`src/rtl/pipe_stall_ctrl_pkg.sv`:
```
// Shared types for the pipeline stall/flush sequencer.
// Holds the sequencer state encoding, the flush counter width,
// the instruction address width and the per-register hold bundle.
package pipe_stall_ctrl_pkg;

  localparam int unsigned INST_ADDR_W = 32;
  localparam int unsigned FLUSH_CNT_W = 3;

  typedef enum logic [1:0] {
    RUN   = 2'b00,
    FLUSH = 2'b01,
    DRAIN = 2'b10
  } stall_state_e;

  // One hold bit per pipeline register, PC first.
  typedef struct packed {
    logic pc;
    logic ifid;
    logic idex;
    logic exmem;
    logic memwb;
  } hold_t;

  // Counter value loaded when a flush window starts.
  function automatic logic [FLUSH_CNT_W-1:0] flush_reload(input int unsigned cycles);
    return FLUSH_CNT_W'(cycles - 1);
  endfunction

endpackage

```
`src/rtl/pipe_stall_ctrl_if.sv`:
```
// Hazard-control bundle between the pipeline and the stall sequencer.
// master: pipeline side (drives requests, receives hold/flush/redirect).
// slave : sequencer side.
// Requests : if_stall_req, id_loaduse_req, mem_stall_req, ex_branch_taken,
//            ex_branch_target[ADDR_W].
// Controls : pc_stall, ifid_stall, idex_stall, exmem_stall, memwb_stall,
//            id_stall, branch_interception, pc_redirect, pc_redirect_addr.
interface pipe_stall_ctrl_if #(
  parameter int unsigned ADDR_W = 32
);

  logic              if_stall_req;
  logic              id_loaduse_req;
  logic              mem_stall_req;
  logic              ex_branch_taken;
  logic [ADDR_W-1:0] ex_branch_target;

  logic              pc_stall;
  logic              ifid_stall;
  logic              idex_stall;
  logic              exmem_stall;
  logic              memwb_stall;
  logic              id_stall;
  logic              branch_interception;
  logic              pc_redirect;
  logic [ADDR_W-1:0] pc_redirect_addr;

  modport master (
    output if_stall_req, id_loaduse_req, mem_stall_req, ex_branch_taken, ex_branch_target,
    input  pc_stall, ifid_stall, idex_stall, exmem_stall, memwb_stall, id_stall,
           branch_interception, pc_redirect, pc_redirect_addr
  );

  modport slave (
    input  if_stall_req, id_loaduse_req, mem_stall_req, ex_branch_taken, ex_branch_target,
    output pc_stall, ifid_stall, idex_stall, exmem_stall, memwb_stall, id_stall,
           branch_interception, pc_redirect, pc_redirect_addr
  );

endinterface

```
`src/rtl/pipe_stall_ctrl_stall_perf_cnt.sv`:
```
// Stall/bubble/flush event counters for the stall sequencer.
// Present only when STALL_PERF_CNT_EN is defined.
// Ports: clk, rst (sync, active high), pc_stall, id_stall, flush_evt in;
//        perf_stall_cycles, perf_bubbles, perf_flushes (32-bit, wrapping) out.
`ifdef STALL_PERF_CNT_EN
module pipe_stall_ctrl_stall_perf_cnt (
  input  logic        clk,
  input  logic        rst,
  input  logic        pc_stall,
  input  logic        id_stall,
  input  logic        flush_evt,
  output logic [31:0] perf_stall_cycles,
  output logic [31:0] perf_bubbles,
  output logic [31:0] perf_flushes
);

  always_ff @(posedge clk) begin
    if (rst) begin
      perf_stall_cycles <= '0;
      perf_bubbles      <= '0;
      perf_flushes      <= '0;
    end else begin
      perf_stall_cycles <= perf_stall_cycles + 32'(pc_stall);
      perf_bubbles      <= perf_bubbles + 32'(id_stall);
      perf_flushes      <= perf_flushes + 32'(flush_evt);
    end
  end

endmodule
`endif

```
`src/rtl/pipe_stall_ctrl.sv`:
```
// Central hazard/stall/flush sequencer for the 5-stage pipeline.
// Ports: clk, rst (sync, active high); bus (pipe_stall_ctrl_if.slave) carrying
//        the IF/ID/MEM stall requests, EX branch resolution and all
//        hold/bubble/flush/redirect controls.
// Optional: STALL_PERF_CNT_EN adds perf_stall_cycles, perf_bubbles,
//           perf_flushes outputs.
// Hold/bubble/flush controls are combinational; pc_redirect and
// pc_redirect_addr are registered.
module pipe_stall_ctrl
  import pipe_stall_ctrl_pkg::*;
#(
  parameter int unsigned FLUSH_CYCLES = 1,
  parameter int unsigned ADDR_W       = INST_ADDR_W
) (
  input  logic              clk,
  input  logic              rst,
  pipe_stall_ctrl_if.slave  bus
`ifdef STALL_PERF_CNT_EN
  ,
  output logic [31:0]       perf_stall_cycles,
  output logic [31:0]       perf_bubbles,
  output logic [31:0]       perf_flushes
`endif
);

  localparam logic [FLUSH_CNT_W-1:0] CNT_RELOAD = flush_reload(FLUSH_CYCLES);

  stall_state_e           state_q, state_d;
  logic [FLUSH_CNT_W-1:0] cnt_q, cnt_d;
  logic                   redirect_q, redirect_d;
  logic [ADDR_W-1:0]      addr_q, addr_d;
  hold_t                  hold;
  logic                   bubble;
  logic                   flush;

  // State register
  always_ff @(posedge clk) begin
    if (rst) begin
      state_q    <= RUN;
      cnt_q      <= '0;
      redirect_q <= 1'b0;
      addr_q     <= '0;
    end else begin
      state_q    <= state_d;
      cnt_q      <= cnt_d;
      redirect_q <= redirect_d;
      addr_q     <= addr_d;
    end
  end

  // Next state. A MEM stall freezes everything; a taken branch overrides
  // whatever window is in progress.
  always_comb begin
    state_d    = state_q;
    cnt_d      = cnt_q;
    redirect_d = 1'b0;
    addr_d     = addr_q;
    if (bus.mem_stall_req) begin
      state_d = state_q;
    end else if (bus.ex_branch_taken) begin
      redirect_d = 1'b1;
      addr_d     = bus.ex_branch_target;
      cnt_d      = CNT_RELOAD;
      if (bus.if_stall_req)      state_d = DRAIN;
      else if (FLUSH_CYCLES > 1) state_d = FLUSH;
      else                       state_d = RUN;
    end else begin
      case (state_q)
        RUN: ;
        FLUSH: begin
          // cnt counts the FLUSH cycles still owed, including this one
          if (cnt_q <= FLUSH_CNT_W'(1)) begin
            cnt_d   = '0;
            state_d = RUN;
          end else begin
            cnt_d = cnt_q - 1'b1;
          end
        end
        DRAIN: begin
          // Stale fetch has landed: re-issue the redirect and flush behind it
          if (!bus.if_stall_req) begin
            redirect_d = 1'b1;
            cnt_d      = CNT_RELOAD;
            state_d    = FLUSH;
          end
        end
        default: state_d = RUN;
      endcase
    end
  end

  // Hold, bubble and flush controls
  always_comb begin
    hold   = '0;
    bubble = 1'b0;
    flush  = 1'b0;
    if (!rst) begin
      if (bus.mem_stall_req) begin
        hold  = '1;
        flush = (state_q != RUN);
      end else if (bus.ex_branch_taken) begin
        hold.pc = 1'b1;
        flush   = 1'b1;
      end else begin
        case (state_q)
          FLUSH: flush = 1'b1;
          DRAIN: begin
            flush   = 1'b1;
            hold.pc = bus.if_stall_req;
          end
          default: begin
            if (bus.id_loaduse_req) begin
              hold.pc   = 1'b1;
              hold.ifid = 1'b1;
              bubble    = 1'b1;
            end else if (bus.if_stall_req) begin
              hold.pc = 1'b1;
              bubble  = 1'b1;
            end
          end
        endcase
      end
    end
  end

  assign bus.pc_stall            = hold.pc;
  assign bus.ifid_stall          = hold.ifid;
  assign bus.idex_stall          = hold.idex;
  assign bus.exmem_stall         = hold.exmem;
  assign bus.memwb_stall         = hold.memwb;
  assign bus.id_stall            = bubble;
  assign bus.branch_interception = flush;
  assign bus.pc_redirect         = redirect_q;
  assign bus.pc_redirect_addr    = addr_q;

`ifdef STALL_PERF_CNT_EN
  // A branch accepted while running opens a new flush window
  logic flush_evt;
  assign flush_evt = !rst && (state_q == RUN) && !bus.mem_stall_req && bus.ex_branch_taken;

  pipe_stall_ctrl_stall_perf_cnt u_perf (
    .clk               (clk),
    .rst               (rst),
    .pc_stall          (hold.pc),
    .id_stall          (bubble),
    .flush_evt         (flush_evt),
    .perf_stall_cycles (perf_stall_cycles),
    .perf_bubbles      (perf_bubbles),
    .perf_flushes      (perf_flushes)
  );
`endif

endmodule
```
`src/flat_wrapper.sv`:
```
// flat-port wrapper written by rule: the top's interface ports become plain ports
module pipe_stall_ctrl_flat import pipe_stall_ctrl_pkg::*;
#(
  parameter int unsigned FLUSH_CYCLES = 1,
  parameter int unsigned ADDR_W       = INST_ADDR_W
)
  (clk, rst, bus_if_stall_req, bus_id_loaduse_req, bus_mem_stall_req, bus_ex_branch_taken, bus_ex_branch_target, bus_pc_stall, bus_ifid_stall, bus_idex_stall, bus_exmem_stall, bus_memwb_stall, bus_id_stall, bus_branch_interception, bus_pc_redirect, bus_pc_redirect_addr);
  pipe_stall_ctrl_if #(.ADDR_W(ADDR_W)) bus_i ();
  input  logic clk;
  input  logic rst;
  input wire logic [$bits(bus_i.if_stall_req)-1:0] bus_if_stall_req;
  input wire logic [$bits(bus_i.id_loaduse_req)-1:0] bus_id_loaduse_req;
  input wire logic [$bits(bus_i.mem_stall_req)-1:0] bus_mem_stall_req;
  input wire logic [$bits(bus_i.ex_branch_taken)-1:0] bus_ex_branch_taken;
  input wire logic [$bits(bus_i.ex_branch_target)-1:0] bus_ex_branch_target;
  output wire logic [$bits(bus_i.pc_stall)-1:0] bus_pc_stall;
  output wire logic [$bits(bus_i.ifid_stall)-1:0] bus_ifid_stall;
  output wire logic [$bits(bus_i.idex_stall)-1:0] bus_idex_stall;
  output wire logic [$bits(bus_i.exmem_stall)-1:0] bus_exmem_stall;
  output wire logic [$bits(bus_i.memwb_stall)-1:0] bus_memwb_stall;
  output wire logic [$bits(bus_i.id_stall)-1:0] bus_id_stall;
  output wire logic [$bits(bus_i.branch_interception)-1:0] bus_branch_interception;
  output wire logic [$bits(bus_i.pc_redirect)-1:0] bus_pc_redirect;
  output wire logic [$bits(bus_i.pc_redirect_addr)-1:0] bus_pc_redirect_addr;
  assign bus_i.if_stall_req = bus_if_stall_req;
  assign bus_i.id_loaduse_req = bus_id_loaduse_req;
  assign bus_i.mem_stall_req = bus_mem_stall_req;
  assign bus_i.ex_branch_taken = bus_ex_branch_taken;
  assign bus_i.ex_branch_target = bus_ex_branch_target;
  assign bus_pc_stall = bus_i.pc_stall;
  assign bus_ifid_stall = bus_i.ifid_stall;
  assign bus_idex_stall = bus_i.idex_stall;
  assign bus_exmem_stall = bus_i.exmem_stall;
  assign bus_memwb_stall = bus_i.memwb_stall;
  assign bus_id_stall = bus_i.id_stall;
  assign bus_branch_interception = bus_i.branch_interception;
  assign bus_pc_redirect = bus_i.pc_redirect;
  assign bus_pc_redirect_addr = bus_i.pc_redirect_addr;
  pipe_stall_ctrl #(.FLUSH_CYCLES(FLUSH_CYCLES), .ADDR_W(ADDR_W)) u_core (.clk(clk), .rst(rst), .bus(bus_i));
endmodule
```
`config.mk`:
```
export PLATFORM = sky130hd
export DESIGN_NAME = pipe_stall_ctrl_flat
export DESIGN_NICKNAME = d
export VERILOG_FILES = /design/src/rtl/pipe_stall_ctrl_pkg.sv /design/src/rtl/pipe_stall_ctrl_if.sv /design/src/rtl/pipe_stall_ctrl_stall_perf_cnt.sv /design/src/rtl/pipe_stall_ctrl.sv /design/src/flat_wrapper.sv
export SDC_FILE = /design/constraint.sdc
export NUM_CORES = 1
export LEC_CHECK = 0
export ABC_AREA = 1
export BUFFER_PORTS_ARGS = -buffer_cell sky130_fd_sc_hd__buf_2
export CAP_MARGIN = 20
export CORE_MARGIN = 3
export CORE_UTILIZATION = 45
export CTS_CLUSTER_DIAMETER = 200
export CTS_CLUSTER_SIZE = 20
export DETAILED_ROUTE_END_ITERATION = 10
export GPL_ROUTABILITY_DRIVEN = 0
export PLACE_DENSITY_LB_ADDON = 0.08
export SYNTH_ARGS = -nofsm -noshare
export SYNTH_HDL_FRONTEND = slang
export SYNTH_SLANG_ARGS = --single-unit
```
`constraint.sdc`:
```
create_clock -name clk -period 3.4 [get_ports clk]
set_input_delay 0.17 -clock clk [delete_from_list [all_inputs] [get_ports clk]]
set_output_delay 0.17 -clock clk [all_outputs]
set_load 0.01 [all_outputs]
```
Word-level counts from Yosys, hierarchy flattened
Index checks and enable logic that the tools add are counted.
{ "word_totals": {"ff_bits": 38, "inputBits": 38, "out_inout_bits": 40, "elab_cells": 50} }
{ "op_classes": {"addsub": 1, "magnitude_cmp": 1, "eq_ne": 5, "muxes": 30, "bitwise": 1, "n_reduce_logical": 8} }
{ "ops": {"columns": ["operator", "count"], "rows": [
  ["$mux W1", 17],
  ["$mux W3", 4],
  ["$mux W2", 5],
  ["$pmux W2 S3", 1],
  ["$pmux W3 S2", 1],
  ["$mux W5", 1],
  ["$reduce_and A4 Y1", 1],
  ["$reduce_or A2 Y1", 2],
  ["$le A3 B1 Y1 const B", 1],
  ["$ne A3 B2 Y1 const B", 1],
  ["$ne A3 B3 Y1 const B", 1],
  ["$reduce_and A3 Y1", 1],
  ["$reduce_bool A3 Y1", 1],
  ["$sub A3 B1 Y3 const B", 1],
  ["$eq A2 B1 Y1 const B", 1],
  ["$eq A2 B2 Y1 const B", 1],
  ["$logic_not A2 Y1", 1],
  ["$ne A2 B2 Y1 const B", 1],
  ["$pmux W1 S2", 1],
  ["$reduce_and A2 Y1", 1],
  ["$reduce_bool A2 Y1", 1],
  ["$not A1 Y1", 1]
]} }

Longest topological paths before layout
Gate-level depths: netlist of run 1.
{ "depth": {"word_depth": 6, "mapped_depth": 10, "ltp_nobuf": 10} }

Worst setup path before layout of run 1
OpenSTA, ideal clock, no wires.
{ "synth_path": {"kind": "flip-flop to output port", "from": "register u_core.state_q[0]", "to": "output port bus_id_stall", "t_arrival_ps": 1105, "required_ps": 3230, "slack_ps": 2125, "stages_incl_launch_ff": 5, "n_path_buf": 0, "path_cell_list": "dfxtp_1 inv_1 ha_1 o21bai_1 nor3_1"} }
{ "synth_between": {"elab_chain_len": 6, "elab_cells_between_ends": 7, "cone_classes": "eq/ne: 2; mux: 4; reduce/logical: 1"} }
{ "synth_rtl": {"columns": ["item", "line_no", "source"], "rows": [
  ["start: declaration", "pipe_stall_ctrl.sv:28", "stall_state_e state_q, state_d;"],
  ["start signal: assignment", "pipe_stall_ctrl.sv:44", "state_q <= state_d;"],
  ["$eq A2 B1 Y1 or $eq A2 B2 Y1 (tied branches)", "pipe_stall_ctrl.sv:105", "case (state_q)"],
  ["$reduce_or A2 Y1 (no line) *", null, null],
  ["$mux W1 *", "pipe_stall_ctrl.sv:105", null],
  ["$mux W1 *", "pipe_stall_ctrl.sv:101", "end else if (bus.ex_branch_taken) begin"],
  ["$mux W1 *", "pipe_stall_ctrl.sv:98", "if (bus.mem_stall_req) begin"],
  ["$mux W1 *", "pipe_stall_ctrl.sv:97", "if (!rst) begin"],
  ["end: declaration", "flat_wrapper.sv:21", "output wire logic [$bits(bus_i.id_stall)-1:0] bus_id_stall;"]
]} }
Every way passes the cells marked *; elsewhere a longest branch is shown, timed or not.

Worst setup path in the final report of run 1
{ "layout_path": {"from": "register u_core.state_q[0]", "to": "output port bus_pc_stall"} }
{ "layout_between": {"elab_chain_len": 5, "elab_cells_between_ends": 6, "cone_classes": "eq/ne: 2; mux: 4"} }
{ "layout_rtl": {"columns": ["item", "line_no", "source"], "rows": [
  ["$eq A2 B2 Y1 or $eq A2 B1 Y1 (tied branches)", "pipe_stall_ctrl.sv:105", null],
  ["$pmux W1 S2 *", "pipe_stall_ctrl.sv:105", null],
  ["$mux W1 *", "pipe_stall_ctrl.sv:101", null],
  ["$mux W2 *", "pipe_stall_ctrl.sv:98", null],
  ["$mux W5 *", "pipe_stall_ctrl.sv:97", null],
  ["end: declaration", "flat_wrapper.sv:16", "output wire logic [$bits(bus_i.pc_stall)-1:0] bus_pc_stall;"]
]} }
Marked as above.

==> impl_metrics.yaml, run 1 <==
grt:
  grt_use_met1: 0.205
  grt.overflow.total: 0
  grt_pass1_vias: 1319
  met3_usage: 0.0506
  grt_pass1_wl_um: 5710
  antenna_found_initial: 0
  grt-busiest-layer: "met2"
  grt_max_degree: 36
  grt_util_met2: 0.270
  grt_usage: 0.169
route:
  ant_nets: 0
  wl_per_cell_um: 10.7
  route.detailed.drc: 0
  wl_um: 3610
  vias_per_cell: 4.55
  drt_iter0_drc: 99
  vias: 1532
  dr.pass1.iters: 4
worst_setup_path:
  critical_path.top_delay_family: "flip-flops"
  crit_path_end_kind: "primary output"
  critPathKind: "flop to primary output"
  worst_ep_arrival_time_ps: 1480
  crit_chain: "inv_1 -> ha_1 -> o21bai_1 -> a41oi_1 -> buf_2"
  cp_data_required_time_ps: 3230
  cpPeakStageDelay_ps: 350
  critPathLaunchType: "flop"
  worst_path_max_delay_cell: "dfxtp_1"
  crit_buf_inv: 2
  crit_path_max_fanout: 3
place:
  dp_hpwl_um: 2580
  io_buffer_count: 77
cts:
  clock_sinks: 38
  clockBufferDepth: 2
  cts_inserted_buffers: 5
  path_clk_slew_ps: 70
  clkLatencyLatePin_ps: 290
  cts_htree_levels: 2
  post-cts-setup-buffers: 0
  root_buffer: "clkbuf_8"
  cts_resized: 0
  hold_buffers: 0
  cts_tree: "built"
yosys:
  synth-edff-count: 0
  syn_inst: 218
  ys_warn_count: 0
  synth.distinct_cells: 28
  netlist_area_um2: 1650
  ys_ff_latch: 38
  synth_seq_area_share: 0.462
  async_flop_share: 0
  synth.avg_cell_area_um2: 7.56
  synth_nets: 261
  ys.flop_type: "dfxtp_1"
power:
  p_leak_nw: 1.07
  irDropWorstVdd_v: 0.000379
  powerDensity_nw_per_um2: 485
floorplanning:
  die_height_um: 66.5
  io_pins: 78
  dieWidth_um: 66.5
  core_um2: 3440
  start_util: 0.479
  dieArea_um2: 4420
  rows: 21
outcome:
  outcome: "complete, no violations"
layout:
  final_nets: 333
  nFillCells: 342
  layout-drive-gt1-share: 0.337
  diodes: 0
  fin_util: 0.611
  area_delta_synth_final_pct: 27.6
worst_hold_path:
  hp-class: "input port to flop"
sta:
  rsz0062_at_grt: "false"
  drv_slew: 0
  timing.final.crit_share: 0.486
  setup_violations: 0
  max_freq_mhz: 605
  relSlewSlack: 0.642
  fin_tns_setup_ps: 0
  period_needed_ps: 1650
  worst_pin_slew_ps: 536
  finClkSkew_ps: 5.92
  hold_violations: 0
job:
  drv_cap: 0
==> area by class of cell <==
type	instances	area [µm²]	area share
clock inverter	2	12.5	0.00595
clock buffer	6	82.6	0.0393
inverter	15	61.3	0.0291
multi-input combinational	152	736	0.350
sequential	38	761	0.362
timing repair buffer	78	393	0.187
tap	46	57.6	0.0274
==> where the power goes <==
group | total [mW] | leakage [nW] | internal, mW | switching, mW
clock | 0.319 | 0.0472 | 0.163 | 0.156
combinational | 0.207 | 0.709 | 0.0862 | 0.121
sequential | 0.494 | 0.314 | 0.478 | 0.0160
total | 1.02 | 1.07 | 0.727 | 0.293
==> per-stage QoR <==
step | power (mW) | hold slack, ps | setup WS (ps) | std cells | cell area (µm²)
finish | 1.02 | 113 | 1750 | 337 | 2100
CTS | 1.03 | 105 | 1730 | 337 | 2100
floorplan | 0.646 | 270 | 2130 | 218 | 1650
global placement | 0.711 | 406 | 1860 | 329 | 2010
detailed placement | 0.712 | 416 | 1860 | 329 | 2010
global route | 1.08 | 118 | 1600 | 337 | 2100
==> registers in the layout, summed over array words and instances (netlist names) <==
signal                       flops
u_core.cnt_q                     3
u_core.state_q                   2
u_core.bus.pc_redirect           1
u_core.bus.pc_redirect_addr     32
==> layout by cell type (no fill, tap or decap), types with 2 or more instances in the layout <==
master and instances:
clkbuf_8 6, a21oi_1 2, dfxtp_1 38, nand2_1 15, o21bai_1 2, inv_1 11
inv_4 2, nand3_1 5, o21ai_0 19, buf_2 77, nand2_2 5, o21ai_1 15
nor2_1 75, nor3_1 2, ha_1 5
==> per-layer routing <==
| layer | up-vias | share of wire |
|---|---|---|
| li1 | 837 | - |
| met3 | 6 | 0.075 |
| met2 | 42 | 0.45 |
| met5 | - | 0 |
| met4 | 0 | 0.014 |
| met1 | 647 | 0.46 |
==> cell families after synthesis <==
group | Yosys count | share of synthesized area
buffers and inverters | 28 | 0.0919
and+or+nand+nor | 105 | 0.271
DFF | 38 | 0.462
AOI/OAI and AO/OA | 42 | 0.137
adders and majority gates | 5 | 0.0380
==> worst register-to-register path, delay by kind of cell (launching register included) <==
family	cells	cell delay, ps
flip-flops	1	350
buffers and inverters	1	70
AO/OA/AOI/OAI	1	160
adder cells (fa/ha/maj)	1	270
AND/OR/NAND/NOR	6	440
==> cell usage after synthesis (2+ instances only) <==
cell type | n | area, µm²
nor3_1 | 2 | 10.0
dfxtp_1 | 38 | 761
buf_4 | 5 | 37.5
ha_1 | 5 | 62.6
inv_4 | 2 | 12.5
nand2_2 | 5 | 31.3
nand3_1 | 5 | 25.0
a21oi_1 | 2 | 10.0
nand2_1 | 15 | 56.3
o21ai_1 | 15 | 75.1
clkbuf_2 | 3 | 15.0
o21ai_0 | 19 | 95.1
clkbuf_1 | 2 | 7.51
inv_1 | 11 | 41.3
nor2_1 | 75 | 282
o21bai_1 | 2 | 15.0
==> worst paths after layout <==
path / from / end / slack, ps / cells past startpoint
max: u_core.state_q[0] / bus_pc_stall / 1750 / 5
min: bus_if_stall_req / u_core.bus.pc_redirect / 110 / 2
max reg2reg: u_core.state_q[0] / u_core.state_q[1] / 2060 / 9
min reg2reg: u_core.bus.pc_redirect_addr[21] / u_core.bus.pc_redirect_addr[21] / 480 / 2
Note: power is estimated with default switching activity, not from simulation.
==> inputs of run 2 (changes only) <==
ABC_AREA = 0   (was 1)
CORE_UTILIZATION = 41   (was 45)
clock period = 1.5 ns   (was 3.4 ns; I/O delays follow)
==> run 2 against run 1 <==
Against the previous run:
- the flow now finishes with violations (setup timing)
- sequential power increased by 120%
- global-route usage decreased by 0.20 points
- critical path depth rose by 1
- area after synthesis down 3.4%
- final cell count down 2.1%
- clock power grew to 2.7 times the previous value
- sequential share of layout area fell by 2.3 points
- largest power group unchanged
==> impl_metrics.yaml, run 2 <==
sta:
  setup_ws_ps: -60.8
  timing.final.crit_share: 1.04
  setup_violations: 2
  relSlewSlack: 0.663
  period_needed_ps: 1560
  finClkSkew_ps: 3.49
  drv_slew: 0
  rsz0062_at_grt: "true"
  worst_pin_slew_ps: 505
  fin_tns_setup_ps: -90.8
  max_freq_mhz: 641
  hold_violations: 0
cts:
  clockBufferDepth: 2
  hold_buffers: 0
  cts_inserted_buffers: 5
  clock_sinks: 38
  clkLatencyLatePin_ps: 280
  cts_tree: "built"
  cts_htree_levels: 2
  path_clk_slew_ps: 70
  root_buffer: "clkbuf_8"
  post-cts-setup-buffers: 0
yosys:
  syn_inst: 204
  yosysMostFrequentCell: "nand2_1"
  ys.flop_type: "dfxtp_1"
  synth.largest_area_cell: "dfxtp_1"
  synth_top_cell_area_share: 0.478
  async_flop_share: 0
  synth-edff-count: 0
  ys_top_cells_by_area: "dfxtp_1 (48%), nand2_1 (16%), a21oi_1 (14%)"
  synth_seq_area_share: 0.478
  ys_warn_count: 0
  synth.avg_cell_area_um2: 7.80
  synth_nets: 247
  netlist_area_um2: 1590
  yosys-top-cells-count: "nand2_1 (67), a21oi_1 (43), dfxtp_1 (38)"
  synth.distinct_cells: 24
  ys_ff_latch: 38
layout:
  final_common_cell: "buf_2"
  final_nets: 325
  largest_reg_flops: 32
  diodes: 0
  fin_util: 0.616
  stdcell_count: 330
  layout-drive-gt1-share: 0.411
  layout_common_cells: "buf_2 (77), nand2_1 (66), a21oi_1 (39), dfxtp_1 (34), buf_4 (7)"
  area_delta_synth_final_pct: 42.7
route:
  dr.pass1.iters: 4
  route.detailed.drc: 0
  wl_per_cell_um: 11.3
  vias: 1558
  wl_um: 3720
  drt_iter0_drc: 52
  ant_nets: 0
  vias_per_cell: 4.72
grt:
  grt_usage: 0.167
  antenna_found_initial: 0
  grt-busiest-layer: "met2"
  grt_use_met1: 0.207
  grt_util_met2: 0.274
  grt_pass1_vias: 1326
  grt.overflow.total: 0
  grt_max_degree: 33
  grt_pass1_wl_um: 5860
  met3_usage: 0.0476
floorplanning:
  dieWidth_um: 68.3
  die_height_um: 68.3
  dieArea_um2: 4670
  core_um2: 3690
  start_util: 0.431
  rows: 22
  io_pins: 78
outcome:
  violations: "setup timing"
  outcome: "finished, violations left"
worst_setup_path:
  crit_path_max_fanout: 3
  crit_buf_inv: 1
  cp_data_required_time_ps: 1710
  critical_path.top_delay_family: "compound AO/OA/AOI/OAI gates"
  critPathLaunchType: "flop"
  crit_chain: "inv_2 -> ha_2 -> o21bai_4 -> a2111oi_4 -> or3b_1 -> a21oi_2"
  critPathKind: "flop to flop"
  worst_ep_arrival_time_ps: 1770
  worst_path_max_delay_cell: "or3b_1"
  cpPeakStageDelay_ps: 390
  crit_path_end_kind: "flop"
place:
  dp_hpwl_um: 2640
  placed_cells: 323
  io_buffer_count: 77
power:
  irDropWorstVdd_v: 0.000638
  power.total_mw: 2.22
  powerDensity_nw_per_um2: 977
  p_leak_nw: 1.02
job:
  drv_cap: 0
worst_hold_path:
  hp-class: "input port to flop"
-- run 2: cell count changes after synthesis, moves of 3 or more --
cell,delta
buf_4,-3
inv_1,-3
nand2_2,-5
buf_2,+4
o21ai_0,-14
clkbuf_1,+6
nor2_1,-69
a21oi_1,+41
clkbuf_2,-3
nand2_1,+52
nand3_1,-5
o21ai_1,-14
-- run 2: kinds of logic after synthesis --
kind of cell	Yosys count	synth area share
and+or+nand+nor	83	0.215
adders and majority gates	5	0.0393
DFF	38	0.478
buffers and inverters	24	0.0652
AOI/OAI and AO/OA	54	0.203
-- run 2: final cells by class --
type | instances | area, µm²
Timing Repair Buffer | 86 | 478
Sequential cell | 38 | 768
Clock buffer | 6 | 82.6
Fill cell | 346 | 1420
Inverter | 9 | 38.8
Tap cell | 48 | 60.1
Clock inverter | 1 | 30.0
Multi-Input combinational cell | 142 | 813
-- run 2: where the power goes --
group / total (mW) / internal, mW / switching (mW) / leakage, nW
Sequential: 1.07 / 1.05 / 0.0190 / 0.313
Combinational: 0.284 / 0.126 / 0.158 / 0.647
Clock: 0.867 / 0.532 / 0.335 / 0.0573
Total: 2.22 / 1.71 / 0.512 / 1.02
-- run 2: worst paths after layout --
check / startpoint / endpoint / slack, ps / cells past startpoint
min: bus_ex_branch_target[2] / u_core.bus.pc_redirect_addr[2] / 20 / 3
min reg2reg: u_core.bus.pc_redirect_addr[27] / u_core.bus.pc_redirect_addr[27] / 450 / 2
max reg2reg: u_core.cnt_q[1] / u_core.cnt_q[1] / -60 / 6
max: u_core.cnt_q[1] / u_core.cnt_q[1] / -60 / 6
-- run 2: worst min-delay path, cell delays in order --
cell and delay, ps:
buf_2 90, nand2_1 40, a21oi_1 50
-- run 2: layer usage --
| layer | vias up | share of wire |
|---|---|---|
| met4 | 0 | 0.0043 |
| met1 | 695 | 0.45 |
| li1 | 819 | - |
| met3 | 2 | 0.071 |
| met2 | 42 | 0.47 |
| met5 | - | 0 |
-- run 2: timing repair --
action | 4_1_cts | 5_1_grt
gates resized for setup | 9 | 11
endpoints found under the setup margin | 9 | 9
pin swaps | 3 | 3
-- run 2: per-stage QoR --
step | instance area (µm²) | setup slack [ps] | hold WS, ps
6_report | 2270 | -60.8 | 23.4
5_1_grt | 2270 | -152 | 22.3
4_1_cts | 2230 | -68.7 | 12.7
3_5_place_dp | 2070 | -84.0 | 323
3_3_place_gp | 2070 | -12.9 | 318
2_1_floorplan | 1600 | -11.2 | 211
